==> config.mk <==
export PLATFORM = sky130hd
export DESIGN_NAME = patch_stream_framer
export DESIGN_NICKNAME = d
export VERILOG_FILES = /design/src/rtl/framer_pkg.sv /design/src/rtl/framer_fifo.sv /design/src/rtl/patch_stream_framer.sv
export SDC_FILE = /design/constraint.sdc
export NUM_CORES = 1
export LEC_CHECK = 0
export CORE_MARGIN = 3
export CORE_UTILIZATION = 25
export DETAILED_ROUTE_END_ITERATION = 6
export DONT_BUFFER_PORTS = 1
export PLACE_DENSITY = 0.46
export SYNTH_ARGS = -nofsm -noshare
export SYNTH_HDL_FRONTEND = slang
export SYNTH_HIERARCHICAL = 1
export SYNTH_SLANG_ARGS = --single-unit
==> constraint.sdc <==
create_clock -name CLK -period 8.13 [get_ports CLK]
set_clock_uncertainty 0.15 [all_clocks]
set_input_delay 0.813 -clock CLK [delete_from_list [all_inputs] [get_ports CLK]]
set_output_delay 0.813 -clock CLK [all_outputs]
set_load 0.005 [all_outputs]
==> src/rtl/framer_pkg.sv <==
// framer_pkg
//   Definitions shared by the patch stream framer and its consumers.
//   - framer_state_t : framer FSM encoding
//   - log2()         : ceiling log2 for sizing patch-number and pointer fields
//   - sof_num()      : patch number carried by an SOF meta record (N_PATCH-1)
//   - eof_num()      : patch number carried by an EOF meta record (N_PATCH-2)
//   A record is a meta record when patch_num[log2(N_PATCH)-1:1] is all ones.
//   Bit 0 then tells SOF (1) from EOF (0).
//   Data records use patch numbers 0..N_PATCH-3.
package framer_pkg;

   typedef enum logic [1:0] {
      ST_IDLE     = 2'd0,
      ST_SOF_PEND = 2'd1,
      ST_STREAM   = 2'd2,
      ST_EOF_PEND = 2'd3
   } framer_state_t;

   function automatic int log2(input int n);
      int r;
      r = 0;
      for (int i = 0; i < 31; i++) begin
         if ((1 << i) < n) begin
            r = i + 1;
         end
      end
      return r;
   endfunction

   function automatic int sof_num(input int n_patch);
      return n_patch - 1;
   endfunction

   function automatic int eof_num(input int n_patch);
      return n_patch - 2;
   endfunction

endpackage

==> src/rtl/framer_fifo.sv <==
// framer_fifo
//   Synchronous FIFO with a registered read port.
//   A push into a full FIFO is ignored; the caller detects that case with o_full.
//   A pop on an empty FIFO is ignored.
//   o_dout and o_dout_valid update one cycle after an accepted pop.
//   Ports:
//     CLK, RESET    clock, synchronous active-high reset (pointers, output register)
//     i_push/i_din  write request and data
//     i_pop         read request
//     o_full        no free entry
//     o_empty       no stored entry
//     o_dout        registered read data
//     o_dout_valid  o_dout carries a record popped on the previous cycle
module framer_fifo
   import framer_pkg::*;
#(
   parameter int WIDTH = 24,
   parameter int DEPTH = 8
)(
   input  logic             CLK,
   input  logic             RESET,
   input  logic             i_push,
   input  logic [WIDTH-1:0] i_din,
   input  logic             i_pop,
   output logic             o_full,
   output logic             o_empty,
   output logic [WIDTH-1:0] o_dout,
   output logic             o_dout_valid
);

   localparam int AW = log2(DEPTH);
   localparam logic [AW:0] PTR_ONE = (AW+1)'(1);

   logic [WIDTH-1:0] r_mem [DEPTH];
   logic [AW:0]      r_wr_ptr;
   logic [AW:0]      r_rd_ptr;
   logic [WIDTH-1:0] r_dout;
   logic             r_dout_vld;
   logic             w_do_push;
   logic             w_do_pop;

   // Pointers carry one extra wrap bit so full and empty are distinguishable.
   assign o_empty   = (r_wr_ptr == r_rd_ptr);
   assign o_full    = (r_wr_ptr[AW-1:0] == r_rd_ptr[AW-1:0]) && (r_wr_ptr[AW] != r_rd_ptr[AW]);
   assign w_do_push = i_push && !o_full;
   assign w_do_pop  = i_pop && !o_empty;

   // Storage array without reset so it can map onto block RAM.
   always_ff @(posedge CLK) begin
      if (w_do_push) begin
         r_mem[r_wr_ptr[AW-1:0]] <= i_din;
      end
   end

   always_ff @(posedge CLK) begin
      if (RESET) begin
         r_wr_ptr   <= '0;
         r_rd_ptr   <= '0;
         r_dout     <= '0;
         r_dout_vld <= 1'b0;
      end else begin
         if (w_do_push) begin
            r_wr_ptr <= r_wr_ptr + PTR_ONE;
         end
         r_dout_vld <= w_do_pop;
         if (w_do_pop) begin
            r_dout   <= r_mem[r_rd_ptr[AW-1:0]];
            r_rd_ptr <= r_rd_ptr + PTR_ONE;
         end
      end
   end

   assign o_dout       = r_dout;
   assign o_dout_valid = r_dout_vld;

endmodule

==> src/rtl/patch_stream_framer.sv <==
// patch_stream_framer
//   Per-camera front end of the sync/compander pipeline.
//   It numbers the incoming weighted sums of one camera as {patch_num, wtsum} records.
//   Each frame is bracketed with SOF (patch_num N_PATCH-1) and EOF (patch_num N_PATCH-2) meta records.
//   The wtsum field of a meta record is zero.
//   Ports:
//     CLK, RESET   clock, synchronous active-high reset
//     frame_start  pulse, a new camera frame begins
//     frame_end    pulse, the current frame is finished
//     in_valid     in_wtsum is valid this cycle
//     in_wtsum     patch weighted sum (FP_SIZE bits)
//     out_valid    out_data is valid; there is no backpressure
//     out_data     {patch_num, wtsum}
//     error        sticky error flag, cleared only by RESET
//     frame_cnt    (FRAMER_STATS_EN only) number of EOF records pushed
//     drop_cnt     (FRAMER_STATS_EN only) number of records dropped on error, saturating
//   Build option: define FRAMER_STATS_EN to add the frame_cnt/drop_cnt statistics ports.
//   Registers update without simulation delay.
module patch_stream_framer
   import framer_pkg::*;
#(
   parameter int FP_SIZE    = 20,
   parameter int N_PATCH    = 1024,
   parameter int FIFO_DEPTH = 8
)(
   input  logic                              CLK,
   input  logic                              RESET,
   input  logic                              frame_start,
   input  logic                              frame_end,
   input  logic                              in_valid,
   input  logic [FP_SIZE-1:0]                in_wtsum,
   output logic                              out_valid,
   output logic [log2(N_PATCH)+FP_SIZE-1:0]  out_data,
   output logic                              error
`ifdef FRAMER_STATS_EN
   ,
   output logic [31:0]                       frame_cnt,
   output logic [15:0]                       drop_cnt
`endif
);

   localparam int PN_W  = log2(N_PATCH);
   localparam int REC_W = PN_W + FP_SIZE;
   localparam logic [PN_W-1:0] SOF_PN  = PN_W'(sof_num(N_PATCH));
   localparam logic [PN_W-1:0] EOF_PN  = PN_W'(eof_num(N_PATCH));
   localparam logic [PN_W-1:0] CNT_ONE = PN_W'(1);

   framer_state_t     r_state;
   framer_state_t     w_state_next;
   logic [PN_W-1:0]   r_cnt;
   logic              r_hold_vld;
   logic [REC_W-1:0]  r_hold_data;
   logic              r_restart;
   logic              r_error;

   logic              w_accept;
   logic              w_overflow;
   logic              w_take;
   logic              w_meta_go;
   logic              w_hold_go;
   logic              w_take_direct;
   logic              w_take_hold;
   logic              w_hold_drop;
   logic              w_push;
   logic [REC_W-1:0]  w_push_data;
   logic              w_eof_push;
   logic              w_full_drop;
   logic              w_start_err;
   logic              w_fifo_full;
   logic              w_fifo_empty;

   // ---------------- FSM: state register ----------------
   always_ff @(posedge CLK) begin
      if (RESET) begin
         r_state <= ST_IDLE;
      end else begin
         r_state <= w_state_next;
      end
   end

   // ---------------- FSM: next state ----------------
   always_comb begin
      w_state_next = r_state;
      case (r_state)
         ST_IDLE: begin
            if (frame_start) begin
               w_state_next = ST_SOF_PEND;
            end
         end
         // SOF always goes out on its first cycle, so an immediate frame_end just queues EOF behind it.
         ST_SOF_PEND: begin
            w_state_next = frame_end ? ST_EOF_PEND : ST_STREAM;
         end
         ST_STREAM: begin
            if (frame_start || frame_end) begin
               w_state_next = ST_EOF_PEND;
            end
         end
         // EOF waits while a held datum of the closing frame drains first.
         ST_EOF_PEND: begin
            if (!r_hold_vld) begin
               w_state_next = (r_restart || frame_start) ? ST_SOF_PEND : ST_IDLE;
            end
         end
         default: w_state_next = ST_IDLE;
      endcase
   end

   // ---------------- FSM outputs: FIFO write-port arbitration ----------------
   always_comb begin
      w_accept      = 1'b0;
      w_overflow    = 1'b0;
      w_take        = 1'b0;
      w_meta_go     = 1'b0;
      w_hold_go     = 1'b0;
      w_take_direct = 1'b0;
      w_take_hold   = 1'b0;
      w_hold_drop   = 1'b0;
      w_push        = 1'b0;
      w_push_data   = '0;
      w_eof_push    = 1'b0;
      w_full_drop   = 1'b0;
      w_start_err   = 1'b0;

      // A datum belongs to a frame from the frame_start cycle itself up to the frame_end cycle.
      // Data in EOF_PEND, or in IDLE without frame_start, is dropped silently.
      w_accept   = in_valid && ((r_state == ST_STREAM) || (r_state == ST_SOF_PEND) ||
                                ((r_state == ST_IDLE) && frame_start));
      // Saturated counter: the next number would collide with EOF/SOF.
      w_overflow = w_accept && (r_cnt == EOF_PN);
      w_take     = w_accept && !w_overflow;

      // In SOF_PEND the hold register can only contain data of the new frame.
      // That data must follow SOF, so SOF wins there.
      // Everywhere else held data precedes meta.
      w_meta_go     = (r_state == ST_SOF_PEND) || ((r_state == ST_EOF_PEND) && !r_hold_vld);
      w_hold_go     = r_hold_vld && (r_state != ST_SOF_PEND);
      w_take_direct = w_take && (r_state == ST_STREAM) && !w_hold_go;
      w_take_hold   = w_take && !w_take_direct && (!r_hold_vld || w_hold_go);
      w_hold_drop   = w_take && !w_take_direct && !w_take_hold;

      w_push = w_meta_go || w_hold_go || w_take_direct;
      if (r_state == ST_SOF_PEND) begin
         w_push_data = {SOF_PN, {FP_SIZE{1'b0}}};
      end else if (w_hold_go) begin
         w_push_data = r_hold_data;
      end else if (w_meta_go) begin
         w_push_data = {EOF_PN, {FP_SIZE{1'b0}}};
      end else begin
         w_push_data = {r_cnt, in_wtsum};
      end

      w_eof_push  = (r_state == ST_EOF_PEND) && w_meta_go;
      w_full_drop = w_push && w_fifo_full;
      // frame_start together with frame_end is a clean back-to-back frame, not an error.
      w_start_err = (r_state == ST_STREAM) && frame_start && !frame_end;
   end

   // ---------------- counter, hold register, restart and error flags ----------------
   always_ff @(posedge CLK) begin
      if (RESET) begin
         r_cnt       <= '0;
         r_hold_vld  <= 1'b0;
         r_hold_data <= '0;
         r_restart   <= 1'b0;
         r_error     <= 1'b0;
      end else begin
         if (w_eof_push) begin
            r_cnt <= '0;
         end else if (w_take_direct || w_take_hold) begin
            r_cnt <= r_cnt + CNT_ONE;
         end

         if (w_take_hold) begin
            r_hold_vld  <= 1'b1;
            r_hold_data <= {r_cnt, in_wtsum};
         end else if (w_hold_go) begin
            r_hold_vld <= 1'b0;
         end

         // Remember a frame_start seen while the old frame is still closing.
         // After EOF the FSM then goes straight to SOF.
         if (r_state == ST_STREAM) begin
            r_restart <= frame_start;
         end else if (r_state == ST_EOF_PEND) begin
            r_restart <= r_hold_vld && (r_restart || frame_start);
         end else begin
            r_restart <= 1'b0;
         end

         if (w_overflow || w_hold_drop || w_full_drop || w_start_err) begin
            r_error <= 1'b1;
         end
      end
   end

   assign error = r_error;

   // ---------------- record FIFO; pops every cycle it holds data ----------------
   framer_fifo #(
      .WIDTH (REC_W),
      .DEPTH (FIFO_DEPTH)
   ) u_fifo (
      .CLK          (CLK),
      .RESET        (RESET),
      .i_push       (w_push),
      .i_din        (w_push_data),
      .i_pop        (!w_fifo_empty),
      .o_full       (w_fifo_full),
      .o_empty      (w_fifo_empty),
      .o_dout       (out_data),
      .o_dout_valid (out_valid)
   );

`ifdef FRAMER_STATS_EN
   logic [31:0] r_frame_cnt;
   logic [15:0] r_drop_cnt;
   logic [1:0]  w_drop_n;
   logic [16:0] w_drop_sum;

   // At most two records can be lost in one cycle: a new datum plus the record pushed into a full FIFO.
   assign w_drop_n   = 2'(w_overflow) + 2'(w_hold_drop) + 2'(w_full_drop);
   assign w_drop_sum = {1'b0, r_drop_cnt} + 17'(w_drop_n);

   always_ff @(posedge CLK) begin
      if (RESET) begin
         r_frame_cnt <= '0;
         r_drop_cnt  <= '0;
      end else begin
         if (w_eof_push) begin
            r_frame_cnt <= r_frame_cnt + 32'd1;
         end
         r_drop_cnt <= w_drop_sum[16] ? 16'hFFFF : w_drop_sum[15:0];
      end
   end

   assign frame_cnt = r_frame_cnt;
   assign drop_cnt  = r_drop_cnt;
`endif

endmodule
# --- Word-level counts from Yosys, hierarchy flattened ---
# Memory sizes are Yosys's and may differ from the RTL's. A register that Yosys moved wholly into a read port is not among the register bits.
# Cells that the tools add are included.
word_totals:
  ram_bits: 240
  word_cells: 82
  output_inout_bits: 32
  mem_count: 1
  reg_bits: 54
mem_list:
  columns: ["memory", "depth", "width", "rd", "rd_ports_with_merged_regs", "write_ports", "line_no", "source"]
  rows:
  - ["u_fifo.r_mem", 8, 30, 1, 1, 1, "framer_fifo.sv:34", "logic [WIDTH-1:0] r_mem [DEPTH];"]
classes:
  mux: 15
  n_reduce_logical: 43
  n_eq_ne: 11
  n_addsub: 3
op_table:
  columns: ["cell", "n"]
  rows:
  - ["two-way mux 30 bit", 3]
  - ["logical AND 1 bit", 18]
  - ["logical OR 1 bit", 12]
  - ["adder 10 x 1 -> 10 bit (second input constant)", 1]
  - ["equality test 10 bit (second input constant)", 1]
  - ["logical NOT 1 bit", 9]
  - ["adder 4 x 1 -> 4 bit (second input constant)", 2]
  - ["two-way mux 1 bit", 8]
  - ["one-hot mux 2 bit (4 select lines)", 1]
  - ["two-way mux 2 bit", 3]
  - ["!= test 2 bit (second input constant)", 3]
  - ["equality test 2 bit (second input constant)", 2]
  - ["equality test 4 bit", 1]
  - ["equality test 3 bit", 1]
  - ["AND reduction 3 bit", 1]
  - ["equality test 2 x 1 -> 1 bit (second input constant)", 1]
  - ["logical NOT 2 bit", 1]
  - ["!= test 2 x 1 -> 1 bit (second input constant)", 1]
  - ["nonzero test 2 bit", 1]
  - ["OR reduction 2 bit", 1]
  - ["!= test 1 bit", 1]

# --- Depth between registers and ports, before layout ---
# Gate-level depths: netlist of the first run.
depth:
  depth_word: 17
  ltp_mapped: 10

# --- By module ---
# The synthesis of the first run kept the hierarchy.
by_module_without_submodules:
  columns: ["module", "seq_area_each_um2", "instances", "area_per_inst_um2", "cells_per_inst"]
  rows:
  - ["framer_fifo", 7987.7, 1, 10460.0, 477]
  - ["patch_stream_framer", 900.9, 1, 2578.7, 285]

# --- Worst setup path before layout of the first run ---
# Ideal clock, no wire load.
synth_timing:
  kind: "input port to flip-flop"
  startpoint: "input in_valid"
  endpoint: "memory u_fifo/r_mem[4][0] (netlist bit), enable pin"
  stages: 6
  setup_time_ns: 0.455
  arrival_ns: 3.937
  slack_ns: 3.588
  t_required_ns: 7.525
  cell_sequence: "inv_1 > o41ai_1 > and2_1 > o41ai_4 > or2_2 > nor3_1"
synth_between:
  elab_chain_cells: 10
synth_rtl:
  columns: ["element", "line_no", "source"]
  rows:
  - ["start, declared", "patch_stream_framer.sv:30", "input logic in_valid,"]
  - ["logical AND 1 bit *", "patch_stream_framer.sv:127", "w_accept = in_valid && ((r_state == ST_STREAM) || (r_state == ST_SOF_PEND) ||"]
  - ["logical AND 1 bit", "patch_stream_framer.sv:130", "w_overflow = w_accept && (r_cnt == EOF_PN);"]
  - ["logical NOT 1 bit", "patch_stream_framer.sv:131", "w_take = w_accept && !w_overflow;"]
  - ["logical AND 1 bit *", "patch_stream_framer.sv:131", null]
  - ["logical AND 1 bit * (2 in series)", "patch_stream_framer.sv:138", "w_take_direct = w_take && (r_state == ST_STREAM) && !w_hold_go;"]
  - ["logical OR 1 bit *", "patch_stream_framer.sv:142", "w_push = w_meta_go || w_hold_go || w_take_direct;"]
  - ["net w_push", "patch_stream_framer.sv:64", "logic w_push;"]
  - ["logical AND 1 bit *", "framer_fifo.sv:45", "assign w_do_push = i_push && !o_full;"]
  - ["two-way mux 1 bit *", "framer_fifo.sv:50", "if (w_do_push) begin"]
  - ["two-way mux 1 bit (implied by the code) *", "framer_fifo.sv:51", "r_mem[r_wr_ptr[AW-1:0]] <= i_din;"]
  - ["end, declared", "framer_fifo.sv:34", null]
# The timed path passes the listed nets; every way through them passes the cells marked *.

# --- Worst setup path in the final report of the first run ---
layout_timing:
  startpoint: "register r_state[1]"
  endpoint: "register u_fifo.r_wr_ptr[3]"
layout_between:
  elab_chain_cells: 11
  word_cells_on_any_way: 21
  cone_classes: "eq/ne (4); reduce/logical (17)"
layout_rtl:
  columns: ["element", "line_no", "source"]
  rows:
  - ["start, declared", "patch_stream_framer.sv:48", "framer_state_t r_state;"]
  - ["start signal, assigned", "patch_stream_framer.sv:77", "r_state <= w_state_next;"]
  - ["equality test 2 bit, or another cell as far along", "patch_stream_framer.sv:127, patch_stream_framer.sv:138", null]
  - ["logical OR 1 bit or logical AND 1 bit (tied branches)", "patch_stream_framer.sv:127, patch_stream_framer.sv:128", null]
  - ["logical OR 1 bit", "patch_stream_framer.sv:127", null]
  - ["logical AND 1 bit", "patch_stream_framer.sv:127", null]
  - ["logical AND 1 bit", "patch_stream_framer.sv:130", null]
  - ["logical NOT 1 bit", "patch_stream_framer.sv:131", null]
  - ["logical AND 1 bit", "patch_stream_framer.sv:131", null]
  - ["logical AND 1 bit (2 in series)", "patch_stream_framer.sv:138", null]
  - ["logical OR 1 bit *", "patch_stream_framer.sv:142", null]
  - ["net w_push", "patch_stream_framer.sv:64", null]
  - ["logical AND 1 bit *", "framer_fifo.sv:45", null]
  - ["end signal, assigned", "framer_fifo.sv:63", "r_wr_ptr <= r_wr_ptr + PTR_ONE;"]
  - ["end, declared", "framer_fifo.sv:35", "logic [AW:0] r_wr_ptr;"]
# Marked as above.
# A chain may end at the register's enable or synchronous reset.

==> summary.md, run 1 <==
| Metric | Value |
|---|---|
| Status | finished, final reports clean |
| DRT Pass-1 Iters | 5 |
| Crit end category | flop |
| # rows | 83 |
| Psw | between 0.0015 and 0.002 W |
| Max Fclk | around 270 MHz |
| Register area share after synthesis | ~68% |
| IO Port Bufs | 0 |
| Fin crit period | between 3 and 4 ns |
| Post-DP HPWL | 17,020 µm |
| Clock root buffer | clkbuf_16 |
| DRC marker count from the first detailed-route iteration | between 300 and 400 |
| Grt total ovfl | 0 |
| Register area | 8895 µm² |
| Int Power | 0.003786 W |
| Fin. Hold Viols | 0 |
| Vias/cell | between 4 and 5 |
| Wirelength per Cell | between 15 and 20 µm |
| Max-slew headroom | between 20% and 30% |
| Share of layout cells above drive strength 1 | 23.11% |
| Sink Count | 324 |
| Comb power frac | 24.3% |
| TNS Setup | 0 ns |
| Die width | around 230 µm |
| DRC | 0 |
| CTS Hold Buffers Added | 0 |
| Core ar. | 51,410 µm² |
| Power share of the sequential group | between 40% and 50% |
| Longest Clk Path Bufs | 3 |
| Clock power frac | 29.7% |
| Crit path required time | about 8.4 ns |
| Fill cells | around 5,000 |
| Post-CTS Setup Bufs | 0 |
| Leakage | around 4.7 nW |
| R2r setup slk | 4.44 ns |
| Cell count after placement | 1,407 |
| Maxcap violations | 0 |
| Vias | roughly 6,500 |
| Mean Syn Cell Area | approximately 17 µm² |
| Synth cell count leaders | edfxtp_1 (240), dfxtp_1 (84), nand2b_1 (67) |
| Least-Margin Pin Slew | between 1 and 1.5 ns |
| Drt total wl | about 29,000 µm |
| Diodes inserted | 0 |
| Startpoint Class | flop |
| Largest net degree at the start of global routing | 81 |
| Die ar. | 54,930 µm² |
| Peak supply drop | 153.4 µV |
| Sw frac | between 20 and 30% |
| Syn Inst Count | 762 |
| Total Nets Final | 800 |
| H-tree lvl count | 2 |
| Hold path depth | 1 |
| Slew Viols, Final | 0 |
| Cts repair resizes | 0 |
| Most common cell in the netlist | edfxtp_1 |
| Worst Path Max Fanout | 21 |
| Register clock-pin slew on the reported worst setup and hold paths | roughly 0.06 ns |
| Initial antenna violation count | 0 |
| Synth Flop Type | edfxtp_1 |
| RD Place Congestion | 0.6728 |
| Synth top area cells | edfxtp_1 (55%), dfxtp_1 (13%), mux4_2 (10%), a22o_1 (3.4%), nand2b_1 (3.2%) |
| FFs w/ async S/R, synth | 0% |
| Unrepaired setup endpoints after global routing | no |
| First-pass GRT wire length | 44,960 µm |
| Hold_ws | around 0.23 ns |
| Total GRT Usage | a little over a tenth |
| Multi-input logic area | approximately 3900 µm² |
| Post-synth top area share | a little under three fifths |
| CTS tree | yes |
| Pwr dens | ~360 nW/µm² |
| Critical path class | reg -> reg |
| Synth area leader | edfxtp_1 |
| Cell area after synthesis | around 13,000 µm² |
| Area Overhead vs Synth | 14.81% |
| Yosys cell types | 55 |
| Final setup fails | 0 |
| Num ports | 57 |
| Period utilization | 45.45% |
| R2R cell count | 9 |
| Inserted Clock Buffers | 37 |
| Initial Utilization | between 20% and 30% |
| Antenna viol nets, final | 0 |
| DIE HEIGHT | 234.4 µm |
| Post-route insts no fill | 1,472 |
| Total power | approximately 0.0054 W |
| EDFF count, synth | 240 |
| Synth warn | 6 |
| #FFs+latches synth | ~320 |
| Clock Latency Late Sink | between 0.5 and 0.6 ns |
| Worst endpoint data arrival time | between 3 and 4 ns |
| Synthesized Nets | about 800 |
| Worst hold path class | in -> reg |
| Vias in the first global route | approximately 7,000 |
cell families (layout without fill, tap and decap cells):
kind of cell    count (synthesis)  after routing  share of synthesized area [%]
flops                         324            324                          68.17
simple gates                  136            136                          6.161
mux                           124            124                          15.57
compound gates                107            107                          6.564
buf+inv                        55             85                          2.197
fa+ha+maj                       9              9                         0.8637
xor+xnor                        7              7                         0.4702
worst max-delay path, cell delays in order (launching register included):
cell	delay, ns
dfxtp_1	0.33
inv_1	0.10
ha_1	0.34
or3_1	0.39
or4_1	0.20
and2_1	0.18
o41ai_4	0.14
nor3_2	0.87
buf_4	0.51
mux2_1	0.36
area by class of cell:
cell class | count | share of cell area (%)
inverters | 8 | 0.2006
clock inverters | 18 | 0.9946
clock buffers | 47 | 6.779
repair buffers | 12 | 0.6018
flip-flops and latches | 324 | 59.42
well taps | 680 | 5.684
multi-input cells | 383 | 26.32
state kept, by name, summed over array words and instances, names as in the netlist:
signal and flops:
r_state 2, u_fifo/o_dout 30, error 1, u_fifo/o_dout_valid 1
r_hold_vld 1, r_hold_data 30, u_fifo/r_wr_ptr 4, u_fifo/r_rd_ptr 4
r_restart 1, u_fifo/r_mem 240, r_cnt 10
through the flow:
| stage | setup WS, ns | util, % | area, µm² |
|---|---|---|---|
| after floorplan | 3.588 | - | 13040 |
| after CTS | 4.317 | 29.12 | 14970 |
| after global routing | 4.098 | 29.12 | 14970 |
| final | 4.435 | 29.12 | 14970 |
| after detailed placement | 4.335 | 26.86 | 13810 |
| after global placement | 4.429 | 26.86 | 13810 |
cells in the final DEF (no fill, tap or decap), drive strengths merged, types with 3 or more instances in the layout:
cell type / count
a211oi: 3
a21oi: 17
a22o: 50
and2: 3
and3: 3
buf: 12
clkbuf: 47
clkinv: 14
dfxtp: 84
edfxtp: 240
ha: 9
inv: 8
mux2: 31
mux2i: 33
mux4: 60
nand2: 9
nand2b: 67
nand3: 5
nand4: 3
nor2: 13
nor2b: 5
nor3: 9
o21ai: 8
o22a: 9
o31ai: 4
or2: 4
or3: 7
or4: 5
xor2: 5
power groups by stage:
stage	Sequential (W)	Clock [W]	Combinational, W
6_report	0.00249	0.00160	0.00131
5_1_grt	0.00253	0.00172	0.00145
4_1_cts	0.00250	0.00166	0.00135
3_5_place_dp	0.00253	0	0.00135
3_3_place_gp	0.00253	0	0.00133
2_1_floorplan	0.00244	0	0.000969
routing by layer:
metal | up-vias | track usage [%] | part of all wire, %
li1 | 3036 | - | -
met3 | 43 | 2.466 | 5.3
met2 | 107 | 17.22 | 46
met5 | - | 0 | 0
met1 | 3340 | 14.96 | 46
met4 | 0 | 3.232 | 1.9
path summary, 6_finish.rpt:
kind | startpoint | end
max | r_state[1] | u_fifo/r_wr_ptr[3]
min | RESET | error
max reg2reg | r_state[1] | u_fifo/r_wr_ptr[3]
min reg2reg | r_hold_data[14] | r_hold_data[14]
Power figures use the tool's default switching activity.
==> run 2, diff against run 1 <==
--- a/config.mk
+++ b/config.mk
@@ -9,7 +9,7 @@
 export CORE_UTILIZATION = 25
 export DETAILED_ROUTE_END_ITERATION = 6
 export DONT_BUFFER_PORTS = 1
-export PLACE_DENSITY = 0.46
+export PLACE_DENSITY = 0.48
 export SYNTH_ARGS = -nofsm -noshare
 export SYNTH_HDL_FRONTEND = slang
 export SYNTH_HIERARCHICAL = 1
==> constraint.sdc (replaced) <==
create_clock -name CLK -period 3 [get_ports CLK]
set_clock_uncertainty 0.15 [all_clocks]
set_input_delay 0.3 -clock CLK [delete_from_list [all_inputs] [get_ports CLK]]
set_output_delay 0.3 -clock CLK [all_outputs]
set_load 0.005 [all_outputs]
==> run 2 against run 1 <==
Compared with the run above:
- routed wire length is 8.2% higher
- hold slack got worse by 0.16 ns
- flip-flop and latch count unchanged
- die area unchanged
- via count grew 7.5%
- global-route usage grew 0.36 points
- register-to-register slack got worse by 4.3 ns
- core utilization up 1.6 points
- largest power group unchanged
==> summary.md, run 2 (synthesis gave the netlist of run 1 again) <==
| Metric | Value |
|---|---|
| Max-slew headroom | between 30% and 40% |
| Sink Count | 324 |
| Power share of the sequential group | ~43% |
| RD Place Congestion | slightly below 0.7 |
| Vias/cell | between 4 and 5 |
| Vias in the first global route | slightly above 7,000 |
| Worst hold path class | in -> reg |
| Register clock-pin slew on the reported worst setup and hold paths | 0.06 ns |
| Int Power | ~0.011 W |
| Worst endpoint data arrival time | approximately 3.0 ns |
| Total power | around 0.016 W |
| Critical path class | reg -> reg |
| Peak supply drop | around 400 µV |
| Fin util | 30.73% |
| Core ar. | 51,410 µm² |
| H-tree lvl count | 2 |
| CP max-delay cell | or4_4 |
| Grt total ovfl | 0 |
| Die ar. | between 50,000 and 60,000 µm² |
| DRT Pass-1 Iters | 4 |
| Critical path buffers and inverters | 5 |
| R2R cell count | 12 |
| Status | finished, final reports clean |
| Wirelength per Cell | a little over 20 µm |
| Max Fclk | ~340 MHz |
| DRC marker count from the first detailed-route iteration | 523 |
| Period utilization | between 90% and 100% |
| Worst hold start | frame_end |
| Final setup fails | 0 |
| Antenna viol nets, final | 0 |
| Psw | roughly 0.0047 W |
| Longest Clk Path Bufs | 3 |
| Cell count after placement | around 1,400 |
| Most frequent cells in the layout | edfxtp_1 (240), dfxtp_1 (79), nand2b_1 (66) |
| Vias | between 7,000 and 8,000 |
| Clock power frac | around 28% |
| DIE HEIGHT | roughly 230 µm |
| TNS Setup | 0 ns |
| CP peak stage delay | 0.54 ns |
| Drt total wl | approximately 32,000 µm |
| Die width | 234.4 µm |
| Total GRT Usage | ~11% |
| # rows | a little over 80 |
| Pwr dens | a little under 1000 nW/µm² |
| Maxcap violations | 0 |
| Startpoint Class | flop |
| Post-DP HPWL | ~18,000 µm |
| Area Overhead vs Synth | 21.16% |
| Fin crit period | just under 3 ns |
| Most common cell after layout, fill and taps aside | edfxtp_1 |
| Num ports | 57 |
| Crit end category | flop |
| Clock root buffer | clkbuf_16 |
| CTS tree | yes |
| Diodes inserted | 0 |
| IO Port Bufs | 0 |
| Total Nets Final | slightly below 900 |
| Hold path depth | 3 |
| Comb power frac | around 29% |
| Leakage | ~5 nW |
| Sw frac | 30.31% |
| Share of layout cells above drive strength 1 | 27.06% |
| Worst path depth | 12 |
| Least-Margin Pin Slew | roughly 0.97 ns |
| Most frequent CP cell | buf_12 |
| Initial antenna violation count | 3 |
| Worst Path Max Fanout | 15 |
| Worst path cell trace | inv_2, ha_2, buf_4, or3_4, or4_4, and2_4, o41ai_4, nand2b_4, buf_6, buf_12, nor2_4, buf_12 |
| Top delay family on crit path | simple AND/OR/NAND/NOR gates |
| Crit path required time | around 3.1 ns |
| First-pass GRT wire length | roughly 46,000 µm |
| Post-route insts no fill | between 1,500 and 2,000 |
| Clock Latency Late Sink | about 0.52 ns |
| Setup crit start | r_state[1] |
| RR Startpoint | r_state[1] |
| Slew Viols, Final | 0 |
| DRC | 0 |
| Inserted Clock Buffers | 38 |
| Initial Utilization | 25.36% |
| Largest net degree at the start of global routing | 79 |
| Hold_ws | roughly 0.067 ns |
| Fin. Hold Viols | 0 |
| Max reg flops | between 200 and 250 |
-- run 2: layer usage --
layer  GRT usage, %  routed length [µm]  vias to the layer above
li1               -                   -                     3170
met1          16.00               15080                     3677
met2          17.42               14440                      126
met3          2.357                1474                       42
met4          3.042                 533                        2
met5              0                   7                        -
-- run 2: cell type report --
cell class                      instances  area (µm²)
Fill cell                            5037       35610
Sequential cell                       324        8897
Multi-Input combinational cell        388        4064
Clock buffer                           59        1124
Tap cell                              680       850.8
Timing Repair Buffer                   72       755.7
Clock inverter                         10       76.32
Inverter                                8       30.03
-- run 2: path summary, 6_finish.rpt --
path	endpoint	slack (ns)
worst max-delay path	u_fifo/r_mem[1][20]	0.09
worst min-delay path	error	0.07
worst max register to register	u_fifo/r_mem[1][20]	0.09
worst min register to register	r_hold_data[17]	0.32
-- run 2: power groups by stage --
| stage | sequential, W | combinational (W) | clock, W |
|---|---|---|---|
| 2_1_floorplan | 0.00661 | 0.00269 | 0 |
| 3_3_place_gp | 0.00672 | 0.00423 | 0 |
| 3_5_place_dp | 0.00674 | 0.00426 | 0 |
| 4_1_cts | 0.00665 | 0.00440 | 0.00456 |
| 5_1_grt | 0.00672 | 0.00494 | 0.00473 |
| 6_report | 0.00663 | 0.00454 | 0.00442 |
-- run 2: worst min-delay path, stage by stage --
cell and delay [ns]:
nor2b_1 0.06, a211oi_1 0.24, a31oi_1 0.09
-- run 2: what timing repair did --
item | in CTS | in global routing
gates cloned | 2 | 3
endpoints found under the hold margin | 46 | 0
setup buffers | 1 | 5
hold buffers | 26 | 0
resized for setup | 6 | 10
pin swaps | 4 | 4
setup endpoints to repair | 180 | 138
-- run 2: per-stage QoR --
stage	setup WS (ns)	area, µm²
finish	0.09169	15800
global route	-0.003175	15800
CTS	-0.1734	15670
detailed placement	-0.1579	14120
global placement	-0.1743	14120
floorplan	-0.01164	13100
